## src/rtl/tc_pl_cap_buff_sched.sv

```systemverilog
// rtl/tc_pl_cap_buff_sched.sv - ping-pong capture buffer scheduler
// Alternates frames between two accumulation buffers and holds a buffer until readout frees it.
module tc_pl_cap_buff_sched #(
  parameter int FRM_W = 16,
  parameter int TO_W  = 32,
  parameter int GAP   = 2
) (
  input  logic             clk,
  input  logic             rst,
  input  logic             cap_start,
  input  logic             cap_stop,
  input  logic [FRM_W-1:0] cap_frame_num,
  input  logic [TO_W-1:0]  cap_timeout,
  output logic             buff_en,
  input  logic             buff_cmpt,
  output logic             buff_sel,
  output logic [1:0]       buff_full,
  input  logic [1:0]       rd_free,
  output logic [FRM_W-1:0] frame_cnt,
  output logic             sched_busy,
  output logic             sched_done,
  output logic             sched_err
);

  localparam int GW = $clog2(GAP) + 1;

  typedef enum logic [2:0] {S_IDLE, S_ARM, S_CAPT, S_GAP, S_DONE, S_ERR} state_t;

  state_t           state_q, state_d;
  logic             buff_en_q, buff_en_d;
  logic             buff_sel_q, buff_sel_d;
  logic [1:0]       buff_full_q, buff_full_d;
  logic [FRM_W-1:0] frame_cnt_q, frame_cnt_d;
  logic             sched_busy_q, sched_busy_d;
  logic             sched_done_q, sched_done_d;
  logic             sched_err_q, sched_err_d;
  logic             stop_pend_q, stop_pend_d;
  logic [TO_W-1:0]  timer_q, timer_d;
  logic [GW-1:0]    gap_cnt_q, gap_cnt_d;
  logic [FRM_W-1:0] frame_num_q, frame_num_d;
  logic [TO_W-1:0]  timeout_q, timeout_d;
  logic [1:0]       full_set;
  logic             full_clr_all;

  always_comb begin
    state_d      = state_q;
    buff_en_d    = buff_en_q;
    buff_sel_d   = buff_sel_q;
    frame_cnt_d  = frame_cnt_q;
    sched_done_d = 1'b0;
    sched_err_d  = sched_err_q;
    stop_pend_d  = stop_pend_q;
    timer_d      = timer_q;
    gap_cnt_d    = gap_cnt_q;
    frame_num_d  = frame_num_q;
    timeout_d    = timeout_q;
    full_set     = 2'b00;
    full_clr_all = 1'b0;

    case (state_q)
      S_IDLE: begin
        if (cap_start) begin
          state_d      = S_ARM;
          frame_num_d  = cap_frame_num;
          timeout_d    = cap_timeout;
          frame_cnt_d  = '0;
          buff_sel_d   = 1'b0;
          full_clr_all = 1'b1;
          sched_err_d  = 1'b0;
          stop_pend_d  = 1'b0;
        end
      end
      S_ARM: begin
        if (cap_stop) stop_pend_d = 1'b1;
        if (stop_pend_q) begin
          state_d      = S_DONE;
          sched_done_d = 1'b1;
        end else if (!buff_full_q[buff_sel_q]) begin
          state_d   = S_CAPT;
          buff_en_d = 1'b1;
          timer_d   = '0;
        end
      end
      S_CAPT: begin
        if (cap_stop) stop_pend_d = 1'b1;
        timer_d = timer_q + TO_W'(1);
        // Completion takes priority over a watchdog expiring in the same cycle.
        if (buff_cmpt) begin
          buff_en_d            = 1'b0;
          full_set[buff_sel_q] = 1'b1;
          frame_cnt_d          = frame_cnt_q + FRM_W'(1);
          gap_cnt_d            = '0;
          state_d              = S_GAP;
        end else if ((timeout_q != '0) && (timer_q == timeout_q - TO_W'(1))) begin
          buff_en_d   = 1'b0;
          sched_err_d = 1'b1;
          state_d     = S_ERR;
        end
      end
      S_GAP: begin
        if (cap_stop) stop_pend_d = 1'b1;
        gap_cnt_d = gap_cnt_q + GW'(1);
        // Leave one cycle early: the ARM cycle supplies the final low cycle of the gap.
        if (gap_cnt_q == GW'(GAP - 2)) begin
          if (stop_pend_q || ((frame_num_q != '0) && (frame_cnt_q == frame_num_q))) begin
            state_d      = S_DONE;
            sched_done_d = 1'b1;
          end else begin
            buff_sel_d = ~buff_sel_q;
            state_d    = S_ARM;
          end
        end
      end
      S_DONE: state_d = S_IDLE;
      S_ERR: begin
        if (cap_stop) state_d = S_IDLE;
      end
      default: state_d = S_IDLE;
    endcase

    buff_full_d  = (full_clr_all ? 2'b00 : (buff_full_q | full_set)) & ~rd_free;
    sched_busy_d = (state_d != S_IDLE);
  end

  always_ff @(posedge clk or posedge rst) begin
    if (rst) begin
      state_q      <= S_IDLE;
      buff_en_q    <= 1'b0;
      buff_sel_q   <= 1'b0;
      buff_full_q  <= 2'b00;
      frame_cnt_q  <= '0;
      sched_busy_q <= 1'b0;
      sched_done_q <= 1'b0;
      sched_err_q  <= 1'b0;
      stop_pend_q  <= 1'b0;
      timer_q      <= '0;
      gap_cnt_q    <= '0;
      frame_num_q  <= '0;
      timeout_q    <= '0;
    end else begin
      state_q      <= state_d;
      buff_en_q    <= buff_en_d;
      buff_sel_q   <= buff_sel_d;
      buff_full_q  <= buff_full_d;
      frame_cnt_q  <= frame_cnt_d;
      sched_busy_q <= sched_busy_d;
      sched_done_q <= sched_done_d;
      sched_err_q  <= sched_err_d;
      stop_pend_q  <= stop_pend_d;
      timer_q      <= timer_d;
      gap_cnt_q    <= gap_cnt_d;
      frame_num_q  <= frame_num_d;
      timeout_q    <= timeout_d;
    end
  end

  assign buff_en    = buff_en_q;
  assign buff_sel   = buff_sel_q;
  assign buff_full  = buff_full_q;
  assign frame_cnt  = frame_cnt_q;
  assign sched_busy = sched_busy_q;
  assign sched_done = sched_done_q;
  assign sched_err  = sched_err_q;

endmodule

```

## config.mk

```make
export PLATFORM = sky130hd
export DESIGN_NAME = tc_pl_cap_buff_sched
export DESIGN_NICKNAME = d
export VERILOG_FILES = /design/src/rtl/tc_pl_cap_buff_sched.sv
export SDC_FILE = /design/constraint.sdc
export NUM_CORES = 1
export LEC_CHECK = 0
export BUFFER_PORTS_ARGS = -buffer_cell sky130_fd_sc_hd__buf_2
export CAP_MARGIN = 40
export CORE_ASPECT_RATIO = 1.4
export CORE_MARGIN = 2
export CORE_UTILIZATION = 40
export CTS_CLUSTER_SIZE = 10
export DETAILED_ROUTE_END_ITERATION = 10
export HOLD_SLACK_MARGIN = 0.1
export PLACE_DENSITY = 0.63
export SLEW_MARGIN = 15
export SYNTH_ARGS = -nofsm -noshare
export SYNTH_HDL_FRONTEND = slang
export SYNTH_SLANG_ARGS = --single-unit
```

## constraint.sdc

```tcl
create_clock -name clk -period 5.01 [get_ports clk]
set_input_delay 1.2525 -clock clk [delete_from_list [all_inputs] [get_ports clk]]
set_output_delay 1.2525 -clock clk [all_outputs]
set_load 0.1 [all_outputs]
```

### Word level (Yosys, flattened, before mapping)

Cells that the tools add are included.

| operators by class | value |
|---|---|
| add/subtract/negate cells | 4 |
| order comparisons | 2 |
| equality and inequality tests | 16 |
| mux-type cells | 44 |
| bitwise logic cells | 4 |
| reductions and logical operators | 23 |

Operators with widths:

| cell | count |
|---|---|
| $mux 32 | 2 |
| $pmux 32 s2 | 1 |
| $add 32x1->32 const B | 1 |
| $eq 32x32->1 | 1 |
| $mux 16 | 2 |
| $pmux 16 s2 | 1 |
| $reduce_bool 32->1 | 1 |
| $sub 32x1->32 const B | 1 |
| $mux 3 | 8 |
| $mux 1 | 18 |
| $add 16x1->16 const B | 1 |
| $eq 16x16->1 | 1 |
| $ne 2x2->1 const B | 8 |
| $reduce_bool 16->1 | 1 |
| $pmux 3 s5 | 1 |
| $reduce_and 4->1 | 3 |
| $pmux 1 s2 | 5 |
| $reduce_bool 2->1 | 5 |
| $reduce_and 3->1 | 3 |
| $mux 2 | 4 |
| $eq 3x2->1 const B | 2 |
| $pmux 2 s2 | 1 |
| $reduce_and 2->1 | 2 |
| $eq 3x1->1 const B | 1 |
| other kinds (17) | 19 |

| storage, ports and cells | value |
|---|---|
| bits in registers | 109 |
| output and inout port bits | 23 |
| logic and storage cells | 106 |

### Longest topological paths before layout

| depth | value |
|---|---|
| depth after elaboration | 9 |
| gate-level depth with buffers | 10 |
| gate-level depth less buffers | 10 |

### Worst setup path after synthesis

No wires, ideal clock.

| timing path | value |
|---|---|
| kind | register to register |
| start point | register buff_sel_q (netlist: buff_sel) |
| end point | register timer_q[28] |
| setup time | 78 ps |
| arrival time | 2988 ps |
| required time | 4932 ps |
| setup slack | 1944 ps |
| stages on the path, launching flop included | 10 |
| path buffers | 1 |
| period minus slack after synthesis | 3066 ps |
| path through | dfrtp_1 mux2i_1 a2bb2oi_1 or2_2 clkbuf_1 nor3_1 nand2b_1 or2_2 or3_1 a21oi_1 |

| on the way | value |
|---|---|
| word-level cells in the longest chain between the ends | 4 |

RTL lines:

| element | RTL line | text |
|---|---|---|
| start: declaration | 31 | `logic buff_sel_q, buff_sel_d;` |
| start signal: assignment | 143 | `buff_sel_q <= buff_sel_d;` |
| $mux 1 (not written as such) (2 in series) | 78 | `end else if (!buff_full_q[buff_sel_q]) begin` |
| $ne 2x2->1 (no line) | -- |  |
| $reduce_and 3->1 (no line) | -- |  |
| end signal: assignment | 150 | `timer_q <= timer_d;` |
| end: declaration | 38 | `logic [TO_W-1:0] timer_q, timer_d;` |

Every way passes these cells. The select of a mux whose other input is x is not followed.
A chain may end at the register's enable or synchronous reset.

### Final worst setup path

| timing path | value |
|---|---|
| start point | register timeout_q[0] |
| end point | register state_q[1] |

| on the way | value |
|---|---|
| word-level cells in the longest chain between the ends | 6 |
| elaborated cells on any way between the ends | 7 |
| those cells by class | 1 x add/sub; 1 x eq/ne; 3 x mux; 2 x reduce/logical |

RTL lines:

| element | RTL line | text |
|---|---|---|
| start: declaration | 41 | `logic [TO_W-1:0] timeout_q, timeout_d;` |
| start signal: assignment | 153 | `timeout_q <= timeout_d;` |
| $sub 32x1->32 | 94 | `end else if ((timeout_q != '0) && (timer_q == timeout_q - TO_W'(1))) begin` |
| $eq 32x32->1 | 94 |  |
| $logic_and 1x1->1 (*) | 94 |  |
| $mux 3 (*) | 94 |  |
| $mux 3 (*) | 88 | `if (buff_cmpt) begin` |
| $pmux 3 s5 (*) | 60 | `case (state_q)` |
| via state_d[1] | 29 | `state_t state_q, state_d;` |
| end signal: assignment | 141 | `state_q <= state_d;` |
| end: declaration | 29 |  |

Mark *: on every way through the listed nets, which the timed path passes. The rest lies on a longest branch.

==> results.py <==
metrics = {
    "worst_setup_path": {
        "cp-end-kind": "flip-flop",
        "cpMaxStageDelayCell": "nor4b_2",
        "r2r_end": "state_q[1]",
        "cp_max_fo": 10,
        "reg2reg_setup_slack_ns": 1.63,
        "start_kind": "flip-flop",
        "path_buf_inv": 1,
        "arrival_ns": 3.60,
        "cp_slowest_stage_delay_ns": 0.71,
        "required_ns": 5.23,
        "critPathKind": "flip-flop to flip-flop",
        "critical-path-top-delay-family": "simple AND/OR/NAND/NOR gates",
        "path_cells": "inv_1 -> ha_1 -> nor4b_2 -> nand4b_1 -> a2111oi_2 -> o32ai_1 -> nor4_1 -> nand4_1 -> nor2_1 -> o221ai_1",
        "r2r_start": "timeout_q[0]",
        "reg2reg_depth": 10,
        "crit_path_start": "timeout_q[0]",
    },
    "floorplan": {
        "num_io_pins": 78,
        "die-area_sq_um": 16850,
        "initial_utilization_pct": 40.71,
        "chipHeight_um": 152.8,
        "core_area_sq_um": 15540,
        "num_rows": 54,
        "die_w_um": 110.3,
    },
    "global_route": {
        "grt_max_degree": 45,
        "grt_antenna_before_repair": 0,
        "grt_pass1_wl_mm": 27.37,
        "grt_usage_pct": 20.72,
        "gr-total-overflow": 0,
        "grt_pass1_vias": 5250,
    },
    "clock_tree": {
        "cts_post_setup_buffers_inserted": 0,
        "cts.clk_slew.worst_paths_ns": 0.08,
        "insertion_delay_ns": 0.36,
        "numCtsBuffers": 9,
        "ctsRootBufferMaster": "clkbuf_16",
        "numClockSinks": 109,
        "ctsHtreeMaxLevel": 3,
        "ctsResizeCount": 0,
        "cts_tree": "done",
        "postCtsHoldBufs": 0,
        "clk_path_buf_depth": 2,
    },
    "pwr": {
        "peakVddDrop_mv": 0.3030,
        "power.density_nw_per_um2": 527.0,
        "p_leak_uw": 0.003259,
    },
    "synthesis": {
        "ys_ff_latch": 109,
        "synthesis.area_sq_um": 6326,
        "yosysWarnings": 0,
        "async_flop_share_pct": 100.0,
        "syn_inst": 750,
        "syn_area_per_cell_sq_um": 8.435,
        "synth-seq-area-share_pct": 43.12,
        "synth_cell_types": 66,
        "ys_top_cells_by_area": "dfrtp_1, nand2_1, xnor2_1",
        "ys.flop_type": "dfrtp_1",
        "synth.top_cell.area_share_pct": 43.12,
        "synth_edf_count": 0,
        "synth_fp_nets": 809,
        "yosysTopAreaCell": "dfrtp_1",
    },
    "min_path": {
        "hp-start": "gap_cnt_q[0]",
        "min_path_type": "flip-flop to flip-flop",
        "hold_path_depth": 1,
        "hold_end": "gap_cnt_q[0]",
    },
    "job": {
        "maxCapViolCount": 0,
    },
    "sta": {
        "tightest_slew_ns": 0.8732,
        "timing.final.crit_share_pct": 67.47,
        "final_hold_viol_count": 0,
        "rsz0062_at_grt": "no",
        "setup_viol": 0,
        "maxSlewViolCount": 0,
        "skew_ns": 0.009454,
        "hold-worst-slack_ns": 0.4969,
        "fmax_mhz": 295.9,
        "tns_ns": 0,
        "slew_headroom_pct": 41.34,
        "post-route-min-period_ns": 3.380,
    },
    "placement": {
        "gp_congestion": 0.9047,
        "port_buffers": 77,
        "post-dp-hpwl_mm": 12.40,
    },
    "layout": {
        "drive_gt1_share_pct": 14.99,
        "fill_cells": 1577,
        "area_growth_pct": 13.23,
        "nets": 868,
        "fin_util_pct": 46.10,
        "antenna_cells": 0,
    },
    "route": {
        "post-route-drc-count": 0,
        "drt-pass1-iter-count": 5,
        "wl_mm": 16.57,
        "num_vias": 5480,
        "ant_nets": 0,
        "drt_iter0_markers": 237,
        "avgRoutedWirePerCell_um": 16.40,
        "via_per_inst": 5.426,
    },
    "status": {
        "run_status": "complete, no violations",
    },
}
## flip-flops by register name (all words and copies together) (netlist names)
| signal | cells |
|---|---|
| buff_sel | 1 |
| timer_q | 32 |
| sched_done | 1 |
| state_q | 3 |
| timeout_q | 32 |
| sched_err | 1 |
| buff_full | 2 |
| sched_busy | 1 |
| gap_cnt_q | 2 |
| frame_cnt | 16 |
| frame_num_q | 16 |
| buff_en | 1 |
| stop_pend_q | 1 |
## layout by cell type, fill, tap and decap left out, types with 3 or more instances in the layout
cell / instances
nand2_1: 172
dfrtp_1: 109
buf_2: 78
nor2_1: 55
o21ai_0: 45
xnor2_1: 38
xor2_1: 37
nand4_1: 25
a21oi_1: 22
nor3_1: 20
nand3_1: 20
or3_1: 18
inv_1: 18
nor4_1: 16
and3_1: 12
nor2b_1: 9
clkbuf_16: 9
a31oi_1: 7
and4_1: 6
buf_4: 6
or2_2: 5
o31ai_1: 5
or4_1: 5
o2111ai_1: 5
nor3b_1: 4
ha_1: 4
and2_1: 3
o211ai_1: 3
inv_8: 3
## kinds of logic after synthesis
kind of cell | share of synthesized area [%]
simple gates | 29.83
compound gates | 11.55
flops | 43.12
xor+xnor | 10.38
buf+inv | 3.619
fa+ha+maj | 0.7912
mux | 0.7120
## metal layers
| metal | up-vias | track usage (%) | wire (um) |
|---|---|---|---|
| met4 | 0 | 6.250 | 298 |
| met5 | - | 0 | 0 |
| met3 | 21 | 2.652 | 593 |
| li1 | 2731 | - | - |
| met1 | 2611 | 27.39 | 7184 |
| met2 | 117 | 35.00 | 8488 |
## worst max path at each step
stage               slack, ns  depth (start not counted)         end
floorplan                0.88                          1     buff_en
global placement         1.85                         10  state_q[1]
detailed placement       1.65                         10  state_q[1]
CTS                      1.63                         10  state_q[1]
global route             1.31                         10  state_q[1]
finish                   1.63                         10  state_q[1]
## where the power goes
group          switching [uW]  internal [uW]
logic                     994            575
clock network             348            363
registers                 376           1120
## cells in the mapped netlist, drive strengths merged, types with 2 or more instances
library cell  instances
a2111oi               3
a211o                 2
a21oi                22
a22o                  2
a311oi                2
a31oi                 7
a41oi                 2
and2                  4
and3                 13
and4                  6
buf                   5
clkbuf               32
dfrtp               109
ha                    4
inv                  19
mux2i                 2
nand2               172
nand3                20
nand3b                2
nand4                25
nor2                 56
nor2b                 9
nor3                 21
nor3b                 4
nor4                 17
o2111ai               5
o211ai                3
o21a                  2
o21ai                45
o221ai                2
o31ai                 5
o41ai                 2
or2                   6
or3                  21
or4                   8
xnor2                38
xor2                 37
## through the flow
step,area (sq um),total power [uW],setup slack (ns),std cells
2_1_floorplan,6326,2643,0.8836,750
3_3_place_gp,6850,3048,1.847,992
3_5_place_dp,6870,3084,1.655,994
4_1_cts,7163,3801,1.634,1010
5_1_grt,7163,4059,1.310,1010
6_report,7163,3775,1.630,1010
## layout make-up
class,count,area [sq um],area share (%)
Clock buffer,11,242.7,3.389
Multi-Input combinational cell,585,3373,47.09
Sequential cell,109,2728,38.08
Inverter,19,73.82,1.031
Timing Repair Buffer,85,450.4,6.288
Tap cell,196,245.2,3.424
Clock inverter,5,50.05,0.6987
Power figures use the tool's default switching activity.
